**config.mk**
```make
export PLATFORM = sky130hd
export DESIGN_NAME = alu_cmd_issuer
export DESIGN_NICKNAME = d
export VERILOG_FILES = /design/src/rtl/alu_cmd_issuer.sv
export SDC_FILE = /design/constraint.sdc
export NUM_CORES = 1
export LEC_CHECK = 0
export CELL_PAD_IN_SITES_DETAIL_PLACEMENT = 0
export CELL_PAD_IN_SITES_GLOBAL_PLACEMENT = 1
export CORE_UTILIZATION = 43
export CTS_CLUSTER_DIAMETER = 150
export DETAILED_ROUTE_END_ITERATION = 6
export PLACE_DENSITY_LB_ADDON = 0.1
export REMOVE_ABC_BUFFERS = 1
export SYNTH_ARGS = -nofsm -noshare
export SYNTH_HDL_FRONTEND = slang
export SYNTH_SLANG_ARGS = --single-unit
```
**constraint.sdc**
```tcl
create_clock -name clk -period 2.7 [get_ports clk]
set_input_delay 0.405 -clock clk [delete_from_list [all_inputs] [get_ports clk]]
set_output_delay 0.405 -clock clk [all_outputs]
set_load 0.02 [all_outputs]
```
**src/rtl/alu_cmd_issuer.sv**
```systemverilog
// alu_cmd_issuer: queues ALU commands in a small FIFO and issues them one at a time to an
// external combinational ALU. Each result is captured and held as a response until downstream
// takes it.
//
// Ports:
//   clk, rst                           clock, synchronous active-high reset
//   cmd_valid/cmd_ready                command handshake (cmd_ready = FIFO not full)
//   cmd_a, cmd_b, cmd_op               command operands and opcode
//   alu_a, alu_b, alu_opcode           operands/opcode to the ALU (hold last issued values)
//   alu_result                         combinational ALU result
//   rsp_valid/rsp_ready                response handshake
//   rsp_result, rsp_op, rsp_err        captured result, its opcode, invalid-opcode flag
//   rsp_count                          responses handed off since reset, modulo 256
//   busy                               FIFO non-empty or a command in flight
module alu_cmd_issuer #(
  parameter int unsigned DEPTH = 4
) (
  input  logic       clk,
  input  logic       rst,
  input  logic       cmd_valid,
  output logic       cmd_ready,
  input  logic [3:0] cmd_a,
  input  logic [3:0] cmd_b,
  input  logic [2:0] cmd_op,
  output logic [3:0] alu_a,
  output logic [3:0] alu_b,
  output logic [2:0] alu_opcode,
  input  logic [3:0] alu_result,
  output logic       rsp_valid,
  input  logic       rsp_ready,
  output logic [3:0] rsp_result,
  output logic [2:0] rsp_op,
  output logic       rsp_err,
  output logic [7:0] rsp_count,
  output logic       busy
);

  localparam int unsigned PtrW = (DEPTH > 1) ? $clog2(DEPTH) : 1;
  localparam int unsigned CntW = $clog2(DEPTH + 1);

  typedef enum logic [1:0] {StIdle, StIssue, StResp} state_e;

  state_e          state_q;
  logic [10:0]     mem [DEPTH];
  logic [PtrW-1:0] wr_ptr_q;
  logic [PtrW-1:0] rd_ptr_q;
  logic [CntW-1:0] count_q;
  logic [10:0]     head;
  logic            fifo_empty;
  logic            fifo_full;
  logic            push;
  logic            pop;

  assign fifo_empty = (count_q == '0);
  assign fifo_full  = (count_q == CntW'(DEPTH));
  // Depends only on occupancy, so there is no path from cmd_valid to cmd_ready.
  assign cmd_ready  = !fifo_full;
  assign push       = cmd_valid && !fifo_full;
  assign pop        = (state_q == StIdle) && !fifo_empty;
  assign head       = mem[rd_ptr_q];
  assign busy       = !fifo_empty || (state_q != StIdle);

  // FIFO storage needs no reset: entries are only read when occupancy says they are valid.
  always_ff @(posedge clk) begin
    if (push) begin
      mem[wr_ptr_q] <= {cmd_a, cmd_b, cmd_op};
    end
  end

  // Pointers wrap naturally because DEPTH is a power of two.
  always_ff @(posedge clk) begin
    if (rst) begin
      wr_ptr_q <= '0;
      rd_ptr_q <= '0;
      count_q  <= '0;
    end else begin
      if (push) begin
        wr_ptr_q <= wr_ptr_q + 1'b1;
      end
      if (pop) begin
        rd_ptr_q <= rd_ptr_q + 1'b1;
      end
      if (push && !pop) begin
        count_q <= count_q + 1'b1;
      end else if (pop && !push) begin
        count_q <= count_q - 1'b1;
      end
    end
  end

  // Issue FSM. alu_a/alu_b/alu_opcode double as the issue registers, so they keep the last
  // issued command outside ISSUE instead of returning to zero.
  always_ff @(posedge clk) begin
    if (rst) begin
      state_q    <= StIdle;
      alu_a      <= '0;
      alu_b      <= '0;
      alu_opcode <= '0;
      rsp_valid  <= 1'b0;
      rsp_result <= '0;
      rsp_op     <= '0;
      rsp_err    <= 1'b0;
      rsp_count  <= '0;
    end else begin
      unique case (state_q)
        StIdle: begin
          if (!fifo_empty) begin
            {alu_a, alu_b, alu_opcode} <= head;
            state_q                    <= StIssue;
          end
        end
        StIssue: begin
          // Invalid opcodes still go through the ALU; its result is captured as-is.
          rsp_result <= alu_result;
          rsp_op     <= alu_opcode;
          rsp_err    <= (alu_opcode > 3'b100);
          rsp_valid  <= 1'b1;
          state_q    <= StResp;
        end
        StResp: begin
          if (rsp_ready) begin
            rsp_valid <= 1'b0;
            rsp_count <= rsp_count + 8'd1;
            state_q   <= StIdle;
          end
        end
        default: state_q <= StIdle;
      endcase
    end
  end

endmodule

```
# --- Word level (Yosys, flattened, before mapping) ---
# Memory sizes are Yosys's and may differ from the RTL's. A register that Yosys moved wholly into a read port is not among the register bits.
# Cells that the tools add are included.
totals:
  input_bits: 19
  ramBits: 44
  ff_bits: 26
  n_memories: 1
  output_inout_bits: 30
classes:
  order_cmp: 1
  eq_ne: 5
  bitwise: 1
  n_mux: 9
  add_sub_neg: 5
  n_reduce_logical: 18
mem_list:
  columns: ["name", "depth", "word_bits", "rd", "rd_clocked_by_memory_dff", "wr", "line_no", "rtl"]
  rows:
  - ["mem", 4, 11, 1, 1, 1, "44", "logic [10:0] mem [DEPTH];"]
ops:
  columns: ["op", "count"]
  rows:
  - ["8-bit by 1-bit adder with 8-bit output (second input constant)", 1]
  - ["2-bit AND reduction", 4]
  - ["3-bit 2-to-1 mux", 2]
  - ["2-bit case mux with 3 select lines", 1]
  - ["2-bit nonzero test", 3]
  - ["2-bit by 1-bit adder with 2-bit output (second input constant)", 2]
  - ["1-bit logical AND", 4]
  - ["1-bit zero test", 4]
  - ["2-bit 2-to-1 mux", 2]
  - ["2-bit != test (second input constant)", 2]
  - ["3-bit by 1-bit adder with 3-bit output (second input constant)", 1]
  - ["3-bit == test (second input constant)", 1]
  - ["3-bit > comparator (second input constant)", 1]
  - ["3-bit zero test", 1]
  - ["1-bit 2-to-1 mux", 3]
  - ["3-bit by 1-bit subtractor with 3-bit output (second input constant)", 1]
  - ["2-bit by 1-bit == test with 1-bit output (second input constant)", 1]
  - ["2-bit == test (second input constant)", 1]
  - ["2-bit zero test", 1]
  - ["1-bit case mux with 2 select lines", 1]
  - ["1-bit logical OR", 1]
  - ["1-bit NOT", 1]

# --- Logic depth before layout (Yosys ltp) ---
# Gate-level depths: netlist of run 1.
logic_depth:
  word_depth: 7
  ltp_mapped: 9

# --- Least setup slack after synthesis of run 1 ---
# No wires, ideal clock.
synth_timing:
  path_type: "flip-flop to flip-flop"
  startpoint: "register count_q[0]"
  endpoint: "register count_q[2]"
  path_stages_with_launch: 9
  slack_ns: 0.698
  n_path_buf: 0
  t_arrival_ns: 1.931
  path_cell_list: "dfxtp_1 -> or3_4 -> nand2_1 -> ha_1 -> inv_1 -> fa_1 -> xor2_1 -> or3_1 -> a21oi_1"
synth_between:
  elab_chain_len: 6
synth_rtl:
  columns: ["element", "line_no", "rtl"]
  rows:
  - ["from (decl)", "47", "logic [CntW-1:0] count_q;"]
  - ["from (signal assigned)", "84", "count_q <= count_q + 1'b1;"]
  - ["from (signal assigned)", "86", "count_q <= count_q - 1'b1;"]
  - ["parallel branches: the longest is 6 deep, another holds 3-bit by 1-bit subtractor with 3-bit output", null, null]
# Several ways; the timed one is not identified. The select of a mux whose other input is x is not followed.
# A chain may end at the register's enable or synchronous reset.

# --- Final worst setup path of run 1 ---
layout_timing:
  startpoint: "register count_q[2]"
  endpoint: "output port cmd_ready"
layout_between:
  elab_chain_len: 2
layout_rtl:
  columns: ["element", "line_no", "rtl"]
  rows:
  - ["3-bit == test", "55", "assign fifo_full = (count_q == CntW'(DEPTH));"]
  - ["1-bit zero test", "57", "assign cmd_ready = !fifo_full;"]
  - ["to (decl)", "21", "output logic cmd_ready,"]
# Every way passes these cells.

==> results of run 1 <==
layout make-up:
| class | instances | area [sq um] |
|---|---|---|
| fillers | 616 | 3000 |
| flip-flops and latches | 81 | 2060 |
| repair buffers | 52 | 510 |
| multi-input cells | 121 | 970 |
| well taps | 96 | 120 |
| clock buffers | 11 | 141 |
| inverters | 5 | 18.8 |
| clock inverters | 5 | 80.1 |
cells by family (layout without fill, tap and decap cells):
family | count (synthesis) | count (layout) | synth area share
compound gates | 41 | 41 | 0.0823
xor+xnor | 4 | 4 | 0.0112
fa+ha+maj | 7 | 7 | 0.0305
buf+inv | 16 | 73 | 0.0273
flops | 81 | 81 | 0.662
mux | 14 | 14 | 0.0895
simple gates | 55 | 55 | 0.0975
flip-flops by register name (all words and copies together) (netlist names):
signal	flops
alu_b	4
rsp_op	3
rd_ptr_q	2
alu_a	4
wr_ptr_q	2
mem	44
rsp_count	8
rsp_valid	1
alu_opcode	3
rsp_result	4
rsp_err	1
state_q	2
count_q	3
power by group through the flow:
stage / registers [mW] / clock network, mW / logic (mW)
final: 1.66 / 0.964 / 1.10
after global routing: 1.69 / 1.04 / 1.20
after CTS: 1.67 / 0.993 / 1.11
after detailed placement: 1.70 / 0 / 1.11
after global placement: 1.70 / 0 / 1.10
after floorplan: 1.80 / 0 / 0.555
layout by cell type, fill, tap and decap left out, types with 2 or more instances in the layout:
master and count:
o31ai_1 3, a22o_1 11, inv_1 5, clkdlybuf4s50_1 48, xor2_1 4, a21oi_1 20
bufinv_16 2, clkbuf_8 10, nand4_1 2, buf_4 4, ha_1 6, nand2_1 19
or3_1 4, or4_1 2, edfxtp_1 44, nor2_1 9, and3_1 4, nand3_1 4
o21ai_0 6, mux2i_1 2, nor2b_1 2, dfxtp_1 37, mux4_2 11
metrics by stage:
stage | area (sq um) | total power, mW | instances | setup WS (ps)
after floorplan | 3050 | 2.35 | 207 | 698
after global placement | 3680 | 2.80 | 355 | 289
after detailed placement | 3680 | 2.81 | 355 | 222
after CTS | 3900 | 3.78 | 371 | 341
after global routing | 3900 | 3.94 | 371 | 277
final | 3900 | 3.73 | 371 | 370
worst reg2reg max path: stages (launching register included):
cell     delay [ps]
dfxtp_1         370
or3_4           400
nand2_1          90
ha_1            180
inv_1            60
fa_1            370
xor2_1          150
or3_1           300
a21oi_1         140
final timing paths:
| kind | start | end | slack, ps | depth (start not counted) |
|---|---|---|---|---|
| hold / removal | rsp_op[1]$_SDFFE_PP0P_ | rsp_op[1]$_SDFFE_PP0P_ | 450 | 2 |
| setup / recovery | count_q[2]$_SDFFE_PP0P_ | cmd_ready | 370 | 3 |
| hold reg to reg | rsp_op[1]$_SDFFE_PP0P_ | rsp_op[1]$_SDFFE_PP0P_ | 450 | 2 |
| setup reg to reg | count_q[0]$_SDFFE_PP0P_ | count_q[2]$_SDFFE_PP0P_ | 580 | 8 |
routing by layer:
metal	part of all wire	vias to the layer above	routed length (um)	GRT usage
met4	0.021	0	116	0.0894
met3	0.030	10	166	0.0294
met5	0	-	0	0
met2	0.46	30	2570	0.244
met1	0.49	932	2690	0.219
li1	-	925	-	-
==> metrics.yaml, run 1 <==
yosysSeqAreaShare: 0.662
track_usage: 0.161
portBuffers: 48
yosys_warnings: 0
fin_crit_sh: 0.863
worstSetupStartpointType: "register"
path_cells: "nor3b_1 -> inv_1 -> clkdlybuf4s50_1"
drcViolationCount: 0
synth_common_cells: "edfxtp_1 (44), dfxtp_1 (37), a21oi_1 (20)"
ys_seq_elements: 81
synth_cell_types: 36
grt_pass1_vias: 1792
rsz0062_at_grt: "false"
fin_tns_setup_ps: 0
synth_edf_count: 44
finish.net_count: 296
ctsHoldBuffers: 0
ant_nets: 0
status: "completed"
core_area_sq_um: 6910
p_sw_mw: 1.12
pwr-share-comb: 0.295
slew_violations: 0
synth_top_area_share: 0.424
cts.sinks: 81
hold_violations: 0
first_pass_iters: 4
grt_pass1_wl_um: 8910
crit_slowest_cell: "clkdlybuf4s50_1"
ioPinCount: 49
synthCells: 218
fin_crit_ps: 2330
post-route-util: 0.565
hold_slack_ps: 454
drv_cap: 0
start_util: 0.451
cts_made_buffers: 9
cp.arrival_ps: 1930
areaGrowthSynthToFinish_pct: 25.2
grt_antenna_before_repair: 0
clockBufferDepth: 2
fmax_ghz: 0.429
num_vias: 1897
htreeDepth: 3
num_rows: 30
postSynthAreaPerCell_sq_um: 14.3
slew_headroom: 0.290
wl_per_cell_um: 15.0
internal_power_mw: 2.61
power.leakage_nw: 1.36
wirelength_um: 5550
cts_resized: 0
diodes: 0
clkLatencyLatePin_ps: 340
synth_most_common_cell: "edfxtp_1"
p_per_area_nw_per_um2: 955
drive_gt1_frac: 0.124
critical_path.top_delay_family: "buffers and inverters"
cp_max_fo: 7
grt_overflow: 0
hold_path.class: "register to register"
synth-async-reset-ratio: 0
path_buf_inv: 2
power_frac_clock: 0.259
setup_viol_count_final: 0
viasPerCell: 5.11
post-dp-hpwl_um: 3630
cpPeakStageDelay_ps: 580
power_switching_share: 0.299
fp.dieArea_sq_um: 7590
tightestPinTransition_ps: 1070
cp-end-kind: "output port"
clkTransAtPathRegs_ps: 80
post_cts_buffers: 0
crit_required_ps: 2300
drt_iter0_markers: 72
syn_area_sq_um: 3120
critPathKind: "register to output port"
cts_tree: "done"
ys_top_cells_by_area: "edfxtp_1 (42%), dfxtp_1 (24%), mux4_2 (7.9%), a21oi_1 (3.2%), a22o_1 (3.1%)"
root_buffer: "clkbuf_8"
die_h_um: 87.1
grt_max_degree: 28
worst_ir_drop_vdd_uv: 352
skew_ps: 12.5
synth_ff_type: "edfxtp_1"
fp.dieW_um: 87.1
yosys.area.top_type: "edfxtp_1"
gp_congestion: 0.739
seqPwrFrac: 0.447
No activity file was read; power rests on OpenSTA's default activity.
==> inputs of run 2 (changes only) <==
--- a/config.mk
+++ b/config.mk
@@ -11,5 +11,5 @@
 export CTS_CLUSTER_DIAMETER = 150
 export DETAILED_ROUTE_END_ITERATION = 6
-export PLACE_DENSITY_LB_ADDON = 0.1
+export PLACE_DENSITY = 0.81
 export REMOVE_ABC_BUFFERS = 1
 export SYNTH_ARGS = -nofsm -noshare
==> constraint.sdc (replaced) <==
create_clock -name clk -period 2.7 [get_ports clk]
set_input_delay 0.27 -clock clk [delete_from_list [all_inputs] [get_ports clk]]
set_output_delay 0.27 -clock clk [all_outputs]
set_load 0.02 [all_outputs]
==> metrics.yaml, run 2 (synthesized netlist as in run 1, its figures left out) <==
status: "completed"
gp_congestion: 0.723  # -2.2%
wl_per_cell_um: 14.7  # -1.4%
fmax_ghz: 0.461  # +7.3%
root_buffer: "clkbuf_8"
fp.dieW_um: 87.1  # unchanged
mostFrequentLayoutCells: "clkdlybuf4s50_1 (48), edfxtp_1 (44), dfxtp_1 (37)"
portBuffers: 48  # unchanged
hold_path.class: "register to register"
top_register: "mem"
cts_resized: 0  # unchanged
dpl-instance-area_sq_um: 3670  # -0.20%
cp.arrival_ps: 1900  # -30 ps
areaGrowthSynthToFinish_pct: 24.7
num_vias: 1884  # -0.69%
ctsHoldBuffers: 0  # unchanged
grt_pass1_wl_um: 8600  # -3.5%
drt_iter0_markers: 110  # +53%
post_cts_buffers: 0  # unchanged
grt_max_degree: 28  # unchanged
worst_ir_drop_vdd_uv: 383  # +8.9%
track_usage: 0.157  # -0.00415
core_area_sq_um: 6910  # unchanged
ioPinCount: 49  # unchanged
slew_violations: 0  # unchanged
rsz0062_at_grt: "false"
clkTransAtPathRegs_ps: 80  # about the same
worstSetupStartpointType: "register"
hold_violations: 0  # unchanged
nFillCells: 618  # +0.32%
power.leakage_nw: 1.35  # -0.53%
grt_antenna_before_repair: 0  # unchanged
grt_overflow: 0  # unchanged
grt_pass1_vias: 1714  # -4.4%
tightestPinTransition_ps: 984  # -81.6 ps
path_cells: "nor3b_1 -> inv_1 -> clkdlybuf4s50_1"
viasPerCell: 5.09  # -0.42%
layout_commonest_cell: "clkdlybuf4s50_1"
cp-end-kind: "output port"
drive_gt1_frac: 0.117  # -0.00685
first_pass_iters: 4  # unchanged
crit_slowest_cell: "clkdlybuf4s50_1"
fin_area_sq_um: 3890  # -0.42%
clockBufferDepth: 2  # unchanged
critical_path.top_delay_family: "buffers and inverters"
num_rows: 30  # unchanged
cts.sinks: 81  # unchanged
cts_tree: "done"
post-dp-hpwl_um: 3510  # -3.4%
cpPeakStageDelay_ps: 580  # about the same
start_util: 0.451  # unchanged
wirelength_um: 5450  # -1.7%
drcViolationCount: 0  # unchanged
fin_crit_ps: 2170  # -159 ps
die_h_um: 87.1  # unchanged
htreeDepth: 3  # unchanged
fp.dieArea_sq_um: 7590  # unchanged
finish.net_count: 295  # -0.34%
setup_viol_count_final: 0  # unchanged
path_buf_inv: 2  # unchanged
diodes: 0  # unchanged
fin_tns_setup_ps: 0  # unchanged
slew_headroom: 0.344  # +0.0544
p_per_area_nw_per_um2: 951  # -0.42%
fin_crit_sh: 0.804  # -0.0590
cp_max_fo: 7  # unchanged
ant_nets: 0  # unchanged
crit_required_ps: 2430  # +130 ps
largest_reg_flops: 44  # unchanged
clkLatencyLatePin_ps: 340  # about the same
drv_cap: 0  # unchanged
reg.largest.list: "mem: 44 flops, rsp_count: 8 flops"
critPathKind: "register to output port"
skew_ps: 9.19  # -3.28 ps
cts_made_buffers: 9  # unchanged
run 2: changes by cell type in the layout (fill, tap and decap cells not counted):
cell,before,now
clkbuf_8,10,9
buf_4,4,3
clkinvlp_4,1,0
clkinv_4,1,2
clkbuf_1,1,2
run 2: cell type report:
cell class / count / area, sq um / share of cell area
multi-input combinational: 121 / 970 / 0.250
timing repair buffer: 51 / 503 / 0.129
tap: 96 / 120 / 0.0309
sequential: 81 / 2060 / 0.531
inverter: 5 / 18.8 / 0.00483
clock inverter: 5 / 81.3 / 0.0209
clock buffer: 11 / 131 / 0.0338
run 2: worst min-delay path, stage by stage (launching register included):
cell,delay (ps)
dfxtp_1,310
nand2_1,50
a21oi_1,50
run 2: path summary, 6_finish.rpt:
kind	startpoint	end	slack (ps)	cells past startpoint
max reg2reg	count_q[0]$_SDFFE_PP0P_	count_q[2]$_SDFFE_PP0P_	540	8
min	rsp_err$_SDFFE_PP0P_	rsp_err$_SDFFE_PP0P_	450	2
max	count_q[2]$_SDFFE_PP0P_	cmd_ready	530	3
min reg2reg	rsp_err$_SDFFE_PP0P_	rsp_err$_SDFFE_PP0P_	450	2
run 2: metrics by stage:
step,power (mW),setup WS (ps),hold WS [ps],std cells,util
6_report,3.70,529,449,370,0.563
5_1_grt,3.88,364,464,370,0.563
4_1_cts,3.74,509,453,370,0.563
3_5_place_dp,2.79,364,442,354,0.532
3_3_place_gp,2.78,417,438,354,0.532
2_1_floorplan,2.35,698,339,207,-
run 2: metal layers:
layer | share of wire | global-route usage | up-vias
li1 | - | - | 920
met1 | 0.46 | 0.202 | 913
met2 | 0.48 | 0.243 | 40
met3 | 0.034 | 0.0313 | 11
met4 | 0.026 | 0.0984 | 0
met5 | 0 | 0 | -
run 2: report_power, final:
group | switching, mW | total (mW) | internal [mW] | leakage, nW
Clock | 0.422 | 0.944 | 0.522 | 0.105
Combinational | 0.523 | 1.09 | 0.564 | 0.539
Sequential | 0.169 | 1.67 | 1.50 | 0.705
Total | 1.11 | 3.70 | 2.58 | 1.35
